<file path="config.mk">
export PLATFORM = sky130hd
export DESIGN_NAME = rgb_pwm_driver
export DESIGN_NICKNAME = d
export VERILOG_FILES = /design/src/rtl/rgb_pkg.sv /design/src/rtl/rgb_pwm_channel.sv /design/src/rtl/rgb_pwm_driver.sv
export SDC_FILE = /design/constraint.sdc
export NUM_CORES = 1
export LEC_CHECK = 0
export ABC_AREA = 1
export CAP_MARGIN = 20
export CORE_MARGIN = 3
export CORE_UTILIZATION = 52
export CTS_CLUSTER_DIAMETER = 50
export DETAILED_ROUTE_END_ITERATION = 8
export GPL_ROUTABILITY_DRIVEN = 1
export PLACE_DENSITY = 0.84
export SETUP_SLACK_MARGIN = 0.15
export SYNTH_ARGS = -nofsm -noshare
export SYNTH_HDL_FRONTEND = slang
export SYNTH_SLANG_ARGS = --single-unit
export TNS_END_PERCENT = 10
</file>
<file path="constraint.sdc">
create_clock -name clk -period 2 [get_ports clk]
set_input_delay 0.4 -clock clk [delete_from_list [all_inputs] [get_ports clk]]
set_output_delay 0.4 -clock clk [all_outputs]
set_load 0.02 [all_outputs]
</file>
<file path="src/rtl/rgb_pkg.sv">
// Shared widths, byte offsets and colour struct for the RGB PWM driver.
// The RGB_PWM_FADE_EN macro changes only rgb_pwm_channel.
package rgb_pkg;

    localparam int unsigned RGB_W = 24;
    localparam int unsigned CH_W  = 8;
    localparam int unsigned R_MSB = 23;
    localparam int unsigned G_MSB = 15;
    localparam int unsigned B_MSB = 7;

    typedef struct packed {
        logic [CH_W-1:0] r;
        logic [CH_W-1:0] g;
        logic [CH_W-1:0] b;
    } rgb_t;

    function automatic rgb_t unpack_rgb(input logic [RGB_W-1:0] word);
        rgb_t c;
        c.r = word[R_MSB -: CH_W];
        c.g = word[G_MSB -: CH_W];
        c.b = word[B_MSB -: CH_W];
        return c;
    endfunction

endpackage

</file>
<file path="src/rtl/rgb_pwm_channel.sv">
// One PWM channel: duty register, registered comparator output and, when RGB_PWM_FADE_EN
// is defined, a target register that duty walks toward one step per PWM period.
module rgb_pwm_channel
    import rgb_pkg::*;
(
    input  logic            clk_i,
    input  logic            rst_ni,
    input  logic [CH_W-1:0] tick_cnt_d_i,
    input  logic            boundary_i,
    input  logic            load_i,
    input  logic [CH_W-1:0] value_i,
    output logic            led_o
);

    logic [CH_W-1:0] duty_q, duty_d;
    logic            led_q, led_d;

`ifdef RGB_PWM_FADE_EN
    logic [CH_W-1:0] tgt_q, tgt_d;

    // The step on a load boundary already heads toward the freshly loaded target.
    always_comb begin
        tgt_d  = load_i ? value_i : tgt_q;
        duty_d = duty_q;
        if (boundary_i) begin
            if (duty_q < tgt_d) begin
                duty_d = duty_q + CH_W'(1);
            end else if (duty_q > tgt_d) begin
                duty_d = duty_q - CH_W'(1);
            end
        end
    end

    always_ff @(posedge clk_i or negedge rst_ni) begin
        if (!rst_ni) begin
            tgt_q <= '0;
        end else begin
            tgt_q <= tgt_d;
        end
    end
`else
    always_comb begin
        duty_d = (boundary_i && load_i) ? value_i : duty_q;
    end
`endif

    // Compare against next-state tick and duty so the output lines up with tick_cnt.
    always_comb begin
        led_d = (tick_cnt_d_i < duty_d);
    end

    always_ff @(posedge clk_i or negedge rst_ni) begin
        if (!rst_ni) begin
            duty_q <= '0;
            led_q  <= 1'b0;
        end else begin
            duty_q <= duty_d;
            led_q  <= led_d;
        end
    end

    assign led_o = led_q;

endmodule

</file>
<file path="src/rtl/rgb_pwm_driver.sv">
// Three-channel 8-bit PWM LED driver with a one-deep colour buffer applied at period
// boundaries. Define RGB_PWM_FADE_EN to make duty fade one step per period toward the colour.
module rgb_pwm_driver
    import rgb_pkg::*;
#(
    parameter int unsigned PRESCALE = 4
) (
    input  logic             clk,
    input  logic             rst_n,
    input  logic [RGB_W-1:0] rgb_in,
    input  logic             rgb_valid,
    output logic             rgb_ready,
    output logic             led_r,
    output logic             led_g,
    output logic             led_b,
    output logic             period_start
);

    localparam logic [15:0] PreMax = 16'(PRESCALE - 1);

    logic [15:0]     pre_cnt_q, pre_cnt_d;
    logic [CH_W-1:0] tick_cnt_q, tick_cnt_d;
    logic            tick_en;
    logic            boundary;
    logic            accept;
    logic            load;
    rgb_t            pend_q, pend_d;
    logic            pend_full_q, pend_full_d;
    logic            period_start_q;

    always_comb begin
        tick_en    = (pre_cnt_q == PreMax);
        pre_cnt_d  = tick_en ? '0 : pre_cnt_q + 16'd1;
        tick_cnt_d = tick_cnt_q;
        if (tick_en) begin
            tick_cnt_d = tick_cnt_q + CH_W'(1);
        end
        boundary = tick_en && (tick_cnt_q == '1);
    end

    // Accept needs an empty buffer and load needs a full one, so they never coincide.
    always_comb begin
        accept      = rgb_valid && !pend_full_q;
        load        = boundary && pend_full_q;
        pend_d      = pend_q;
        pend_full_d = pend_full_q;
        if (accept) begin
            pend_d      = unpack_rgb(rgb_in);
            pend_full_d = 1'b1;
        end else if (load) begin
            pend_full_d = 1'b0;
        end
    end

    always_ff @(posedge clk or negedge rst_n) begin
        if (!rst_n) begin
            pre_cnt_q      <= '0;
            tick_cnt_q     <= '0;
            pend_q         <= '0;
            pend_full_q    <= 1'b0;
            period_start_q <= 1'b0;
        end else begin
            pre_cnt_q      <= pre_cnt_d;
            tick_cnt_q     <= tick_cnt_d;
            pend_q         <= pend_d;
            pend_full_q    <= pend_full_d;
            period_start_q <= boundary;
        end
    end

    assign rgb_ready    = !pend_full_q;
    assign period_start = period_start_q;

    rgb_pwm_channel u_ch_r (
        .clk_i        (clk),
        .rst_ni       (rst_n),
        .tick_cnt_d_i (tick_cnt_d),
        .boundary_i   (boundary),
        .load_i       (load),
        .value_i      (pend_q.r),
        .led_o        (led_r)
    );

    rgb_pwm_channel u_ch_g (
        .clk_i        (clk),
        .rst_ni       (rst_n),
        .tick_cnt_d_i (tick_cnt_d),
        .boundary_i   (boundary),
        .load_i       (load),
        .value_i      (pend_q.g),
        .led_o        (led_g)
    );

    rgb_pwm_channel u_ch_b (
        .clk_i        (clk),
        .rst_ni       (rst_n),
        .tick_cnt_d_i (tick_cnt_d),
        .boundary_i   (boundary),
        .load_i       (load),
        .value_i      (pend_q.b),
        .led_o        (led_b)
    );

endmodule
</file>
==> flow_metrics.py <==
metrics = {
    "run_status": {
        "status": "finished, violations left",
        "violations": "setup timing",
    },
    "placement": {
        "port_buffers": 31,
        "dp_hpwl_um": 5560,
        "gp_congestion": 0.828,
    },
    "power_and_ir_drop": {
        "cellPowerDensity_mw_per_mm2": 557,
        "p_int_mw": 2.23,
        "p_total_mw": 2.87,
        "switchingPower_mw": 0.644,
        "swShare": 0.224,
        "power.leakage_nw": 2.76,
        "seqPwrFrac": 0.542,
        "ir_drop_v": 0.000486,
        "p_comb_frac": 0.030,
        "clkPwrFrac": 0.428,
    },
    "timing": {
        "setup_slack_ns": -0.279,
        "hold_viol": 0,
        "rsz0062_at_grt": "yes",
        "skew_ns": 0.00797,
        "fmax_mhz": 439,
        "drv_slew": 0,
        "maxSlewHeadroom": 0.705,
        "tightest_slew_ns": 0.443,
        "post-route-period-util": 1.14,
        "setup_viol": 3,
        "period_minus_slack_ns": 2.28,
    },
    "job": {
        "max-cap-violations": 0,
    },
    "global_route": {
        "antenna_found_initial": 0,
        "grt_usage": 0.217,
        "grt_max_degree": 47,
        "grt_pass1_vias": 3192,
        "grt_pass1_wl_um": 14500,
        "grt.overflow.total": 0,
    },
    "yosys": {
        "seq_area_frac_synth": 0.502,
        "yosysTopAreaCell": "dfrtp_1",
        "ys_top_cells_by_area": "dfrtp_1 (50%), ha_1 (7.5%), mux2_2 (6.2%)",
        "syn_nets": 435,
        "synth_async_sr_flop_share": 1.00,
        "synth_edf_count": 0,
        "synthFlopType": "dfrtp_1",
        "post_synth_num_cell_types": 36,
        "yosys_warnings": 0,
        "ys_seq_elements": 77,
        "avgSynthCellArea_um2": 9.97,
        "syn_area_mm2": 0.00384,
        "synth_most_common_cell": "dfrtp_1",
        "synthCells": 385,
        "synth.top_cell.area_share": 0.502,
        "synth_common_cells": "dfrtp_1 (77), inv_1 (58), nand2_1 (46), nor2_1 (25), ha_1 (23)",
    },
    "floorplanning": {
        "core_mm2": 0.00698,
        "initial_core_util": 0.550,
        "ios": 32,
        "fp.dieW_um": 91.9,
        "dieArea_mm2": 0.00845,
        "rows": 30,
        "die_y_um": 91.9,
    },
    "finish": {
        "layout-drive-gt1-share": 0.357,
        "fin_nets": 535,
        "diodes": 0,
        "final_core_util": 0.738,
        "syn2layout_area_growth_pct": 34.2,
    },
    "routing": {
        "viasPerCell": 5.03,
        "dr.pass1.iters": 4,
        "vias": 2949,
        "drc": 0,
        "drt_iter0_drc": 86,
        "wl_per_cell_um": 14.7,
        "wirelength_um": 8620,
        "drtAntennaViolNets": 0,
    },
    "worst_setup_path": {
        "crit_path_max_incr_delay_ns": 0.40,
        "critical_path_class": "flip-flop to flip-flop",
        "crit_family": "simple AND/OR/NAND/NOR gates",
        "cp-start-kind": "flip-flop",
        "critPathMaxFanout": 2,
        "cp.arrival_ns": 2.52,
        "critPathSlowestCell": "dfrtp_1",
        "cp_cell_sequence": "nor2_1 > nand2_1 > nor2_4 > nand2_4 > clkinv_4 > nand2_4 > nor2_4 > nand3_2 > nand3b_4 > xnor2_4 > buf_6 > ha_4 > nand2_1 > nor2_1 > a21oi_2",
        "endpoint_kind": "flip-flop",
        "path_buf_inv": 2,
        "crit_required_ns": 2.24,
    },
    "clocking": {
        "cts_buffers": 9,
        "htreeDepth": 3,
        "cts_sinks": 77,
        "ctsRootBufferMaster": "clkbuf_8",
        "ctsLongestPathBuffers": 2,
        "clk_latency_ns": 0.35,
        "cts_tree": "yes",
        "clkTransAtPathRegs_ns": 0.08,
    },
    "worst_hold_path": {
        "worstHoldPathType": "flip-flop to flip-flop",
    },
}
state kept, by name (all words and copies together), names as in the netlist:
name / flops
pre_cnt_q: 16
u_ch_b.duty_q: 8
u_ch_r.led_o: 1
u_ch_g.duty_q: 8
u_ch_r.duty_q: 8
tick_cnt_q: 8
pend_q: 24
pend_full_q: 1
u_ch_b.led_o: 1
period_start: 1
u_ch_g.led_o: 1
cell type report:
cell class	count	area, um^2
fill	465	1830
timing repair buffer	95	847
clock inverter	6	68.8
tap	96	120
sequential	77	1930
inverter	71	274
multi-input combinational	231	1780
clock buffer	10	138
cell families (layout without fill, tap and decap cells):
family	Yosys count	count (layout)	share of synthesized area
compound gates	45	45	0.0720
simple gates	129	129	0.178
mux	21	21	0.0616
xor+xnor	13	13	0.0316
buf+inv	77	182	0.0795
flops	77	77	0.502
fa+ha+maj	23	23	0.0750
through the flow:
stage	area [um^2]	hold slack (ns)	worst slack, ns	setup TNS [ns]	std cells
floorplan	3870	0.104	-0.121	-0.345	385
global placement	4700	0.365	-0.179	-0.512	558
detailed placement	4700	0.375	-0.271	-0.754	558
CTS	5060	0.498	-0.256	-0.759	582
global route	5150	0.521	-0.406	-1.21	586
finish	5150	0.498	-0.279	-0.791	586
path summary, 6_finish.rpt:
check	cells after the start	endpoint	start	slack, ns
max	15	u_ch_r.led_o	pre_cnt_q[4]	-0.28
max in group asynchronous	3	u_ch_g.duty_q[5]	rst_n	0.88
min	2	u_ch_g.duty_q[1]	u_ch_g.duty_q[1]	0.50
max reg2reg	15	u_ch_r.led_o	pre_cnt_q[4]	-0.28
min in group asynchronous	2	pre_cnt_q[3]	rst_n	0.53
min reg2reg	2	u_ch_g.duty_q[1]	u_ch_g.duty_q[1]	0.50
cell usage in the layout (no fill, tap or decap), types with 4 or more instances in the layout:
master	Yosys	final
nand3_1	13	12
nand2_2	2	8
xor2_1	11	11
ha_1	23	16
nor2_2	2	7
nand2_1	46	40
nor2_1	25	20
inv_1	58	58
o21ai_2	12	19
nand4_1	4	4
buf_4	1	58
or2_0	9	8
a21oi_1	15	9
or2_1	10	11
clkbuf_8	0	10
nor2_4	5	5
clkdlybuf4s50_1	0	29
mux2_2	21	21
inv_2	12	11
ha_4	0	6
o21ai_1	9	6
dfrtp_1	77	77
a21oi_2	1	7
buf_12	0	4
power by group through the flow:
| stage | Sequential (mW) | Combinational (mW) | Clock, mW |
|---|---|---|---|
| after floorplan | 1.59 | 0.000494 | 0 |
| after CTS | 1.56 | 0.0889 | 1.25 |
| final | 1.56 | 0.0855 | 1.23 |
| after global routing | 1.56 | 0.0948 | 1.32 |
| after global placement | 1.59 | 0.0841 | 0 |
| after detailed placement | 1.59 | 0.0871 | 0 |
repair_timing:
action	4_1_cts	5_1_grt
gates resized for setup	22	16
pin swaps	17	10
setup buffers	7	4
hold endpoints to repair	4	0
hold buffers	1	0
endpoints found under the setup margin	5	26
per-layer routing:
| layer | global-route usage | routed length (um) | vias up | part of all wire |
|---|---|---|---|---|
| li1 | - | - | 1422 | - |
| met1 | 0.249 | 3500 | 1431 | 0.41 |
| met2 | 0.379 | 4500 | 64 | 0.52 |
| met3 | 0.0410 | 247 | 32 | 0.029 |
| met4 | 0.120 | 375 | 0 | 0.043 |
| met5 | 0 | 0 | - | 0 |
worst min-delay path, cell delays in order, from the launching register on:
cell     delay [ns]
dfrtp_1        0.35
o21ai_2        0.07
inv_1          0.05
Power figures use the tool's default switching activity.
